**src/rtl/ov_dvp_tx.sv**
```systemverilog
// OV-style DVP camera-side transmitter: RGB565 pixels out as vsync/href/8-bit bytes, high byte first.
// Optional colour-bar generator compiled in with `OV_TX_COLORBAR_EN.
module ov_dvp_tx #(
   parameter int H_ACTIVE    = 640,
   parameter int H_BLANK     = 144,
   parameter int V_ACTIVE    = 480,
   parameter int VSYNC_LINES = 3,
   parameter int V_BACK      = 17,
   parameter int V_FRONT     = 10
) (
   input  logic        CLK_i,
   input  logic        rst_i,
   input  logic        enable_i,
   input  logic        pattern_sel_i,
   input  logic [15:0] pix_data_i,
   input  logic        pix_valid_i,
   output logic        pix_ready_o,
   output logic        cmos_pclk_o,
   output logic        cmos_vsync_o,
   output logic        cmos_href_o,
   output logic [7:0]  cmos_data_o,
   output logic        frame_start_o,
   output logic        underflow_o
);

   localparam int LINE_LEN = 2 * H_ACTIVE + H_BLANK;
   localparam int HW       = (LINE_LEN > 1) ? $clog2(LINE_LEN) : 1;
   localparam int V_MAX_A  = (VSYNC_LINES > V_BACK) ? VSYNC_LINES : V_BACK;
   localparam int V_MAX_B  = (V_ACTIVE > V_FRONT) ? V_ACTIVE : V_FRONT;
   localparam int V_MAX    = (V_MAX_A > V_MAX_B) ? V_MAX_A : V_MAX_B;
   localparam int VW       = (V_MAX > 1) ? $clog2(V_MAX) : 1;

   localparam logic [HW-1:0] H_LAST     = HW'(LINE_LEN - 1);
   localparam logic [HW-1:0] H_ACT_END  = HW'(2 * H_ACTIVE);
   localparam logic [HW-1:0] H_ODD_LAST = HW'(2 * H_ACTIVE - 1);

   typedef enum logic [2:0] {
      S_IDLE   = 3'd0,
      S_VSYNC  = 3'd1,
      S_VBACK  = 3'd2,
      S_ACTIVE = 3'd3,
      S_VFRONT = 3'd4
   } state_t;

   localparam state_t FIRST_STATE = (VSYNC_LINES > 0) ? S_VSYNC :
                                    (V_BACK > 0)      ? S_VBACK :
                                    (V_ACTIVE > 0)    ? S_ACTIVE : S_VFRONT;

   function automatic int lines_in(input state_t s);
      int n;
      case (s)
         S_VSYNC:  n = VSYNC_LINES;
         S_VBACK:  n = V_BACK;
         S_ACTIVE: n = V_ACTIVE;
         S_VFRONT: n = V_FRONT;
         default:  n = 0;
      endcase
      return n;
   endfunction

   // Next non-empty state within the frame; S_IDLE marks the end of the frame.
   function automatic state_t succ(input state_t s);
      state_t r;
      case (s)
         S_VSYNC:  r = (V_BACK > 0) ? S_VBACK : (V_ACTIVE > 0) ? S_ACTIVE :
                       (V_FRONT > 0) ? S_VFRONT : S_IDLE;
         S_VBACK:  r = (V_ACTIVE > 0) ? S_ACTIVE : (V_FRONT > 0) ? S_VFRONT : S_IDLE;
         S_ACTIVE: r = (V_FRONT > 0) ? S_VFRONT : S_IDLE;
         default:  r = S_IDLE;
      endcase
      return r;
   endfunction

   function automatic logic is_last_line(input state_t s, input logic [VW-1:0] v);
      return !(int'(v) < lines_in(s) - 1);
   endfunction

   // State occupied by the line that follows the current one.
   function automatic state_t line_after(input state_t s, input logic [VW-1:0] v,
                                         input logic en);
      state_t r;
      if (s == S_IDLE) begin
         r = S_IDLE;
      end else if (!is_last_line(s, v)) begin
         r = s;
      end else if (succ(s) != S_IDLE) begin
         r = succ(s);
      end else if (en) begin
         r = FIRST_STATE;
      end else begin
         r = S_IDLE;
      end
      return r;
   endfunction

`ifdef OV_TX_COLORBAR_EN
   function automatic logic [15:0] bar_color(input logic [HW-1:0] h);
      logic [2:0]  idx;
      logic [15:0] c;
      idx = 3'((int'(h) / 2) / (H_ACTIVE / 8));
      case (idx)
         3'd0:    c = 16'hFFFF;
         3'd1:    c = 16'hFFE0;
         3'd2:    c = 16'h07FF;
         3'd3:    c = 16'h07E0;
         3'd4:    c = 16'hF81F;
         3'd5:    c = 16'hF800;
         3'd6:    c = 16'h001F;
         default: c = 16'h0000;
      endcase
      return c;
   endfunction
`else
   logic pattern_unused_s;
   assign pattern_unused_s = pattern_sel_i;
`endif

   state_t        state_q, state_d;
   logic [HW-1:0] h_q, h_d;
   logic [VW-1:0] v_q, v_d;
   logic          fetch_q, fetch_d;
   logic          bar_mode_q, bar_mode_d;
   logic [15:0]   pixel_q, pixel_d;
   logic          pix_ready_q, pix_ready_d;
   logic          vsync_q, vsync_d;
   logic          href_q, href_d;
   logic [7:0]    data_q, data_d;
   logic          frame_start_q, frame_start_d;
   logic          underflow_q, underflow_d;

   // Frame sequencing: state, horizontal and line counters.
   always_comb begin
      state_d       = state_q;
      h_d           = h_q;
      v_d           = v_q;
      frame_start_d = 1'b0;
      if (state_q == S_IDLE) begin
         h_d = {HW{1'b0}};
         v_d = {VW{1'b0}};
         if (enable_i) begin
            state_d       = FIRST_STATE;
            frame_start_d = 1'b1;
         end else begin
            state_d = S_IDLE;
         end
      end else if (h_q == H_LAST) begin
         h_d     = {HW{1'b0}};
         state_d = line_after(state_q, v_q, enable_i);
         if (is_last_line(state_q, v_q)) begin
            v_d           = {VW{1'b0}};
            frame_start_d = (succ(state_q) == S_IDLE) && enable_i;
         end else begin
            v_d = v_q + 1'b1;
         end
      end else begin
         h_d = h_q + 1'b1;
      end
   end

   // Pixel fetch look-ahead, pixel hold and the registered output stream.
   always_comb begin
      fetch_d = 1'b0;
      if (state_d == S_ACTIVE && h_d[0] && (h_d < H_ODD_LAST)) begin
         fetch_d = 1'b1;
      end else if (h_d == H_LAST && line_after(state_d, v_d, enable_i) == S_ACTIVE) begin
         fetch_d = 1'b1;
      end else begin
         fetch_d = 1'b0;
      end

`ifdef OV_TX_COLORBAR_EN
      bar_mode_d = frame_start_d ? pattern_sel_i : bar_mode_q;
`else
      bar_mode_d = 1'b0;
`endif

      pixel_d = pixel_q;
      if (fetch_q) begin
`ifdef OV_TX_COLORBAR_EN
         if (bar_mode_q) begin
            pixel_d = bar_color(h_d);
         end else if (pix_valid_i) begin
            pixel_d = pix_data_i;
         end else begin
            pixel_d = 16'h0000;
         end
`else
         if (pix_valid_i) begin
            pixel_d = pix_data_i;
         end else begin
            pixel_d = 16'h0000;
         end
`endif
      end else begin
         pixel_d = pixel_q;
      end

      underflow_d = underflow_q | (pix_ready_q & ~pix_valid_i);
      pix_ready_d = fetch_d & ~bar_mode_d;
      vsync_d     = (state_d == S_VSYNC);
      href_d      = (state_d == S_ACTIVE) && (h_d < H_ACT_END);
      if (href_d) begin
         data_d = h_d[0] ? pixel_d[7:0] : pixel_d[15:8];
      end else begin
         data_d = 8'h00;
      end
   end

   // State and output registers with synchronous reset.
   always_ff @(posedge CLK_i) begin
      if (rst_i) begin
         state_q       <= S_IDLE;
         h_q           <= {HW{1'b0}};
         v_q           <= {VW{1'b0}};
         fetch_q       <= 1'b0;
         bar_mode_q    <= 1'b0;
         pixel_q       <= 16'h0000;
         pix_ready_q   <= 1'b0;
         vsync_q       <= 1'b0;
         href_q        <= 1'b0;
         data_q        <= 8'h00;
         frame_start_q <= 1'b0;
         underflow_q   <= 1'b0;
      end else begin
         state_q       <= state_d;
         h_q           <= h_d;
         v_q           <= v_d;
         fetch_q       <= fetch_d;
         bar_mode_q    <= bar_mode_d;
         pixel_q       <= pixel_d;
         pix_ready_q   <= pix_ready_d;
         vsync_q       <= vsync_d;
         href_q        <= href_d;
         data_q        <= data_d;
         frame_start_q <= frame_start_d;
         underflow_q   <= underflow_d;
      end
   end

   assign cmos_pclk_o   = ~CLK_i;
   assign pix_ready_o   = pix_ready_q;
   assign cmos_vsync_o  = vsync_q;
   assign cmos_href_o   = href_q;
   assign cmos_data_o   = data_q;
   assign frame_start_o = frame_start_q;
   assign underflow_o   = underflow_q;

endmodule

```
**config.mk**
```make
export PLATFORM = sky130hd
export DESIGN_NAME = ov_dvp_tx
export DESIGN_NICKNAME = d
export VERILOG_FILES = /design/src/rtl/ov_dvp_tx.sv
export SDC_FILE = /design/constraint.sdc
export NUM_CORES = 1
export LEC_CHECK = 0
export BUFFER_PORTS_ARGS = -buffer_cell sky130_fd_sc_hd__buf_2
export CAP_MARGIN = 20
export CORE_AREA = 2 2 73 75
export CTS_BUF_LIST = sky130_fd_sc_hd__clkbuf_8
export DETAILED_ROUTE_END_ITERATION = 16
export DIE_AREA = 0 0 75 77
export GPL_TIMING_DRIVEN = 0
export HOLD_SLACK_MARGIN = 0.08
export PLACE_DENSITY = 0.84
export SYNTH_ARGS = -nofsm -noshare
export SYNTH_HDL_FRONTEND = slang
export SYNTH_SLANG_ARGS = --single-unit
```
**constraint.sdc**
```tcl
create_clock -name CLK_i -period 12.6 [get_ports CLK_i]
set_input_delay 0.63 -clock CLK_i [delete_from_list [all_inputs] [get_ports CLK_i]]
set_output_delay 0.63 -clock CLK_i [all_outputs]
set_load 0.05 [all_outputs]
```
Yosys cells after proc, flatten, opt, wreduce, memory -nomap -nowiden
Cells that the tools add are included.

word-level totals
  memories = 0
  bits in read-only memories = 0
  word-level logic and storage cells = 82
  latch bits = 0
  bits in writable memories = 0
  output and inout bits = 14
  register bits after elaboration = 52

cells by class
  multiplexer cells = 37
  multiply operators = 0
  shifts and indexed selects = 0
  bitwise logic cells = 5
  equal/unequal tests = 11
  add/sub/neg operators = 4
  divide/modulo/power cells = 0
  order comparisons = 4
  reduce and logical (&&, ||, !) cells = 11

operators with widths
  operator                                                               count
  32-bit two-way mux                                                     4
  9-bit case mux with 4 select lines                                     2
  10-bit by 32-bit < comparator with 1-bit output                        2
  32-bit by 2-bit subtractor with 32-bit output (second input constant)  2
  3-bit two-way mux                                                      14
  16-bit two-way mux                                                     2
  9-bit two-way mux                                                      3
  11-bit == test (second input constant)                                 2
  11-bit < comparator (second input constant)                            2
  11-bit two-way mux                                                     2
  3-bit case mux with 3 select lines                                     2
  3-bit by 2-bit == test with 1-bit output (second input constant)       5
  11-bit by 1-bit adder with 11-bit output (second input constant)       1
  9-bit by 1-bit adder with 9-bit output (second input constant)         1
  3-bit logical NOT                                                      3
  8-bit two-way mux                                                      1
  1-bit two-way mux                                                      7
  3-bit by 1-bit == test with 1-bit output (second input constant)       2
  3-bit == test (second input constant)                                  2
  3-bit nonzero test                                                     2
  1-bit logical AND                                                      5
  1-bit NOT                                                              3
  2-bit OR reduction                                                     1
  1-bit bitwise AND                                                      1
  1-bit bitwise OR                                                       1

Logic depth before layout (Yosys ltp)
  word-level depth = 32
  mapped depth = 31
  gate-level depth less buffers = 27

==> flow_summary.yaml <==
sta:
  rsz0062_at_grt: "false"
  worst_pin_slew_ps: 811
  finClkSkew_ps: 11.9
  slew_headroom: 0.455
  setup_slack_ps: 5050
  setup_viol: 0
  drv_slew: 0
  finalSetupTns_ps: 0
  finalHoldViolations: 0
placed_design:
  dp_hpwl_mm: 5.21
  dp_slack_ps: 5400
  port_buffers: 32
  gp_congestion: 0.904
die:
  ios: 35
  initial_core_util: 0.623
  die_y_um: 77
  core.rowCount: 26
  coreArea_um2: 4980
  fp.dieArea_um2: 5780
  dieWidth_um: 75
drt:
  final_antenna_net_count: 0
  drt-initial-drc-count: 331
  drtPass1Iterations: 5
  routed_wl_mm: 6.95
  avgRoutedWirePerCell_um: 14.7
  num_vias: 2753
  viasPerCell: 5.85
  drc: 0
critical_path:
  startpoint_type: "clock port"
  cp_max_fo: 19
  required_ps: 11970
  cp-end-kind: "output pin"
  cp.arrival_ps: 6920
  path_class: "clk2out"
global_route:
  grt_max_degree: 20
  grtUsageTotal: 0.253
  grt_antenna_before_repair: 0
  grt_first_pass_wirelength_mm: 11.6
  grt_pass1_vias: 2570
  overflow: 0
clocking:
  clock_latency_ps: 320
  clockBufferDepth: 2
  cts_root_buffer: "clkbuf_8"
  holdBufCountCts: 0
  clk_pin_slew_ps: 100
  cts_setup_buffers: 0
  cts_max_level: 2
  cts_tree: "built"
  numCtsBuffers: 5
  cts_resized: 0
synth:
  ys_seq_area_frac: 0.335
  synth_area_leader_cell: "dfxtp_1"
  async_flop_share: 0
  post_synth_num_cell_types: 58
  syn_area_per_cell_um2: 8.60
  synth_cells: 361
  netlist_top_cells_area: "dfxtp_1 34%, ha_1 12%, nor2_1 5.9%, xor2_1 3.7%, a22oi_1 3.6%"
  synth_warnings: 0
  synth_edf_count: 0
  synth-seq-cells: 52
  synth_area_um2: 3100
  synth-main-ff-cell: "dfxtp_1"
  synth.top_cell.area_share: 0.335
  syn_nets: 412
layout:
  final_util: 0.692
  syn_to_final_growth_pct: 11.0
  fillers: 393
  drive_above_1_share: 0.147
  diodes: 0
  nNetsFinal: 451
outcome:
  outcome: "finished clean"
pwr:
  p_leak_nw: 1.43
  power.total_uw: 332
  power-per-cell-area_nw_per_um2: 96.3
  vdd_drop_max_v: 0.0000973
worst_hold_path:
  hold_class: "reg2reg"
run:
  cap_viol_max_count: 0
where the power goes:
group          leakage [nW]  switching [mW]  internal (mW)  total, mW
clock                0.0588          0.0752         0.0441      0.119
sequential            0.420        0.000448          0.165      0.166
combinational         0.949          0.0280         0.0188     0.0468
critical path: stages:
cell and delay (ps):
clkbuf_8 130, clkbuf_8 170, inv_1 60, buf_2 250
layout make-up:
class	count	area, um2	share of cell area
multi-input combinational	279	1920	0.557
clock buffer	6	73.8	0.0214
inverter	11	41.3	0.0120
clock inverter	4	30.0	0.00871
timing repair buffer	31	155	0.0450
buffer	18	98.8	0.0287
sequential	52	1040	0.302
tap	70	87.6	0.0254
layer usage:
layer	share of wire	wire [um]	track usage
met1	0.46	3210	0.353
met2	0.48	3300	0.404
met3	0.041	284	0.0368
met4	0.021	148	0.0696
met5	0	0	0
synth_stat cells, types with 2 or more instances:
| master | instances |
|---|---|
| a31oi_1 | 3 |
| or3_1 | 3 |
| nor2_1 | 49 |
| a21o_1 | 2 |
| inv_1 | 10 |
| mux2i_1 | 9 |
| nand2b_1 | 4 |
| nor3_1 | 16 |
| buf_2 | 4 |
| a22oi_1 | 15 |
| nand2_1 | 27 |
| and2_1 | 6 |
| xnor2_1 | 10 |
| nor2b_1 | 12 |
| nand4b_1 | 2 |
| nand3_1 | 6 |
| dfxtp_1 | 52 |
| o21ai_0 | 3 |
| clkbuf_1 | 9 |
| nor4_1 | 3 |
| a21oi_1 | 18 |
| a221oi_2 | 2 |
| and3_1 | 9 |
| o211ai_1 | 4 |
| buf_6 | 3 |
| nand4_1 | 6 |
| a211o_1 | 2 |
| xor2_1 | 13 |
| ha_1 | 30 |
logic make-up after synthesis:
group / count (synthesis) / share of synthesized area
compound gates: 63 / 0.149
xor+xnor: 23 / 0.0649
fa+ha+maj: 30 / 0.121
buf+inv: 30 / 0.0464
flops: 52 / 0.335
mux: 9 / 0.0290
simple gates: 154 / 0.254
layout by cell type (no fill, tap or decap), types with 2 or more instances in the layout:
| cell type | n |
|---|---|
| nor3_1 | 16 |
| nand3_1 | 6 |
| nand2_1 | 27 |
| and3_1 | 9 |
| nor2b_1 | 12 |
| a21oi_1 | 18 |
| xor2_1 | 13 |
| a211o_1 | 2 |
| buf_6 | 3 |
| inv_6 | 3 |
| and2_1 | 6 |
| a31oi_1 | 3 |
| clkbuf_8 | 5 |
| o21ai_0 | 3 |
| o211ai_1 | 4 |
| dfxtp_1 | 52 |
| a221oi_2 | 2 |
| inv_1 | 10 |
| buf_2 | 36 |
| a21o_1 | 2 |
| nand2b_1 | 4 |
| ha_1 | 30 |
| nor2_1 | 49 |
| nor4_1 | 3 |
| clkbuf_1 | 9 |
| nand4_1 | 6 |
| mux2i_1 | 9 |
| or3_1 | 3 |
| a22oi_1 | 15 |
| nand4b_1 | 2 |
| xnor2_1 | 10 |
through the flow:
step,instance area (um2),std cells,hold slack [ps]
detailed placement,3350,463,464
global placement,3350,463,450
CTS,3450,471,489
global route,3450,471,525
floorplan,3100,361,444
finish,3450,471,493
flip-flops by register name, summed over array words and instances (netlist names):
register / cells
underflow_o: 1
frame_start_o: 1
cmos_data_o: 8
cmos_vsync_o: 1
state_q: 3
v_q: 9
cmos_href_o: 1
pix_ready_o: 1
pixel_q: 16
h_q: 11
final timing paths:
kind               start           to  slack, ps  cells past startpoint
max                CLK_i  cmos_pclk_o       5050                      4
min          underflow_o  underflow_o        490                      2
max reg2reg   state_q[0]  pix_ready_o       5640                     29
min reg2reg  underflow_o  underflow_o        490                      2
(Power assumes the default switching activity.)
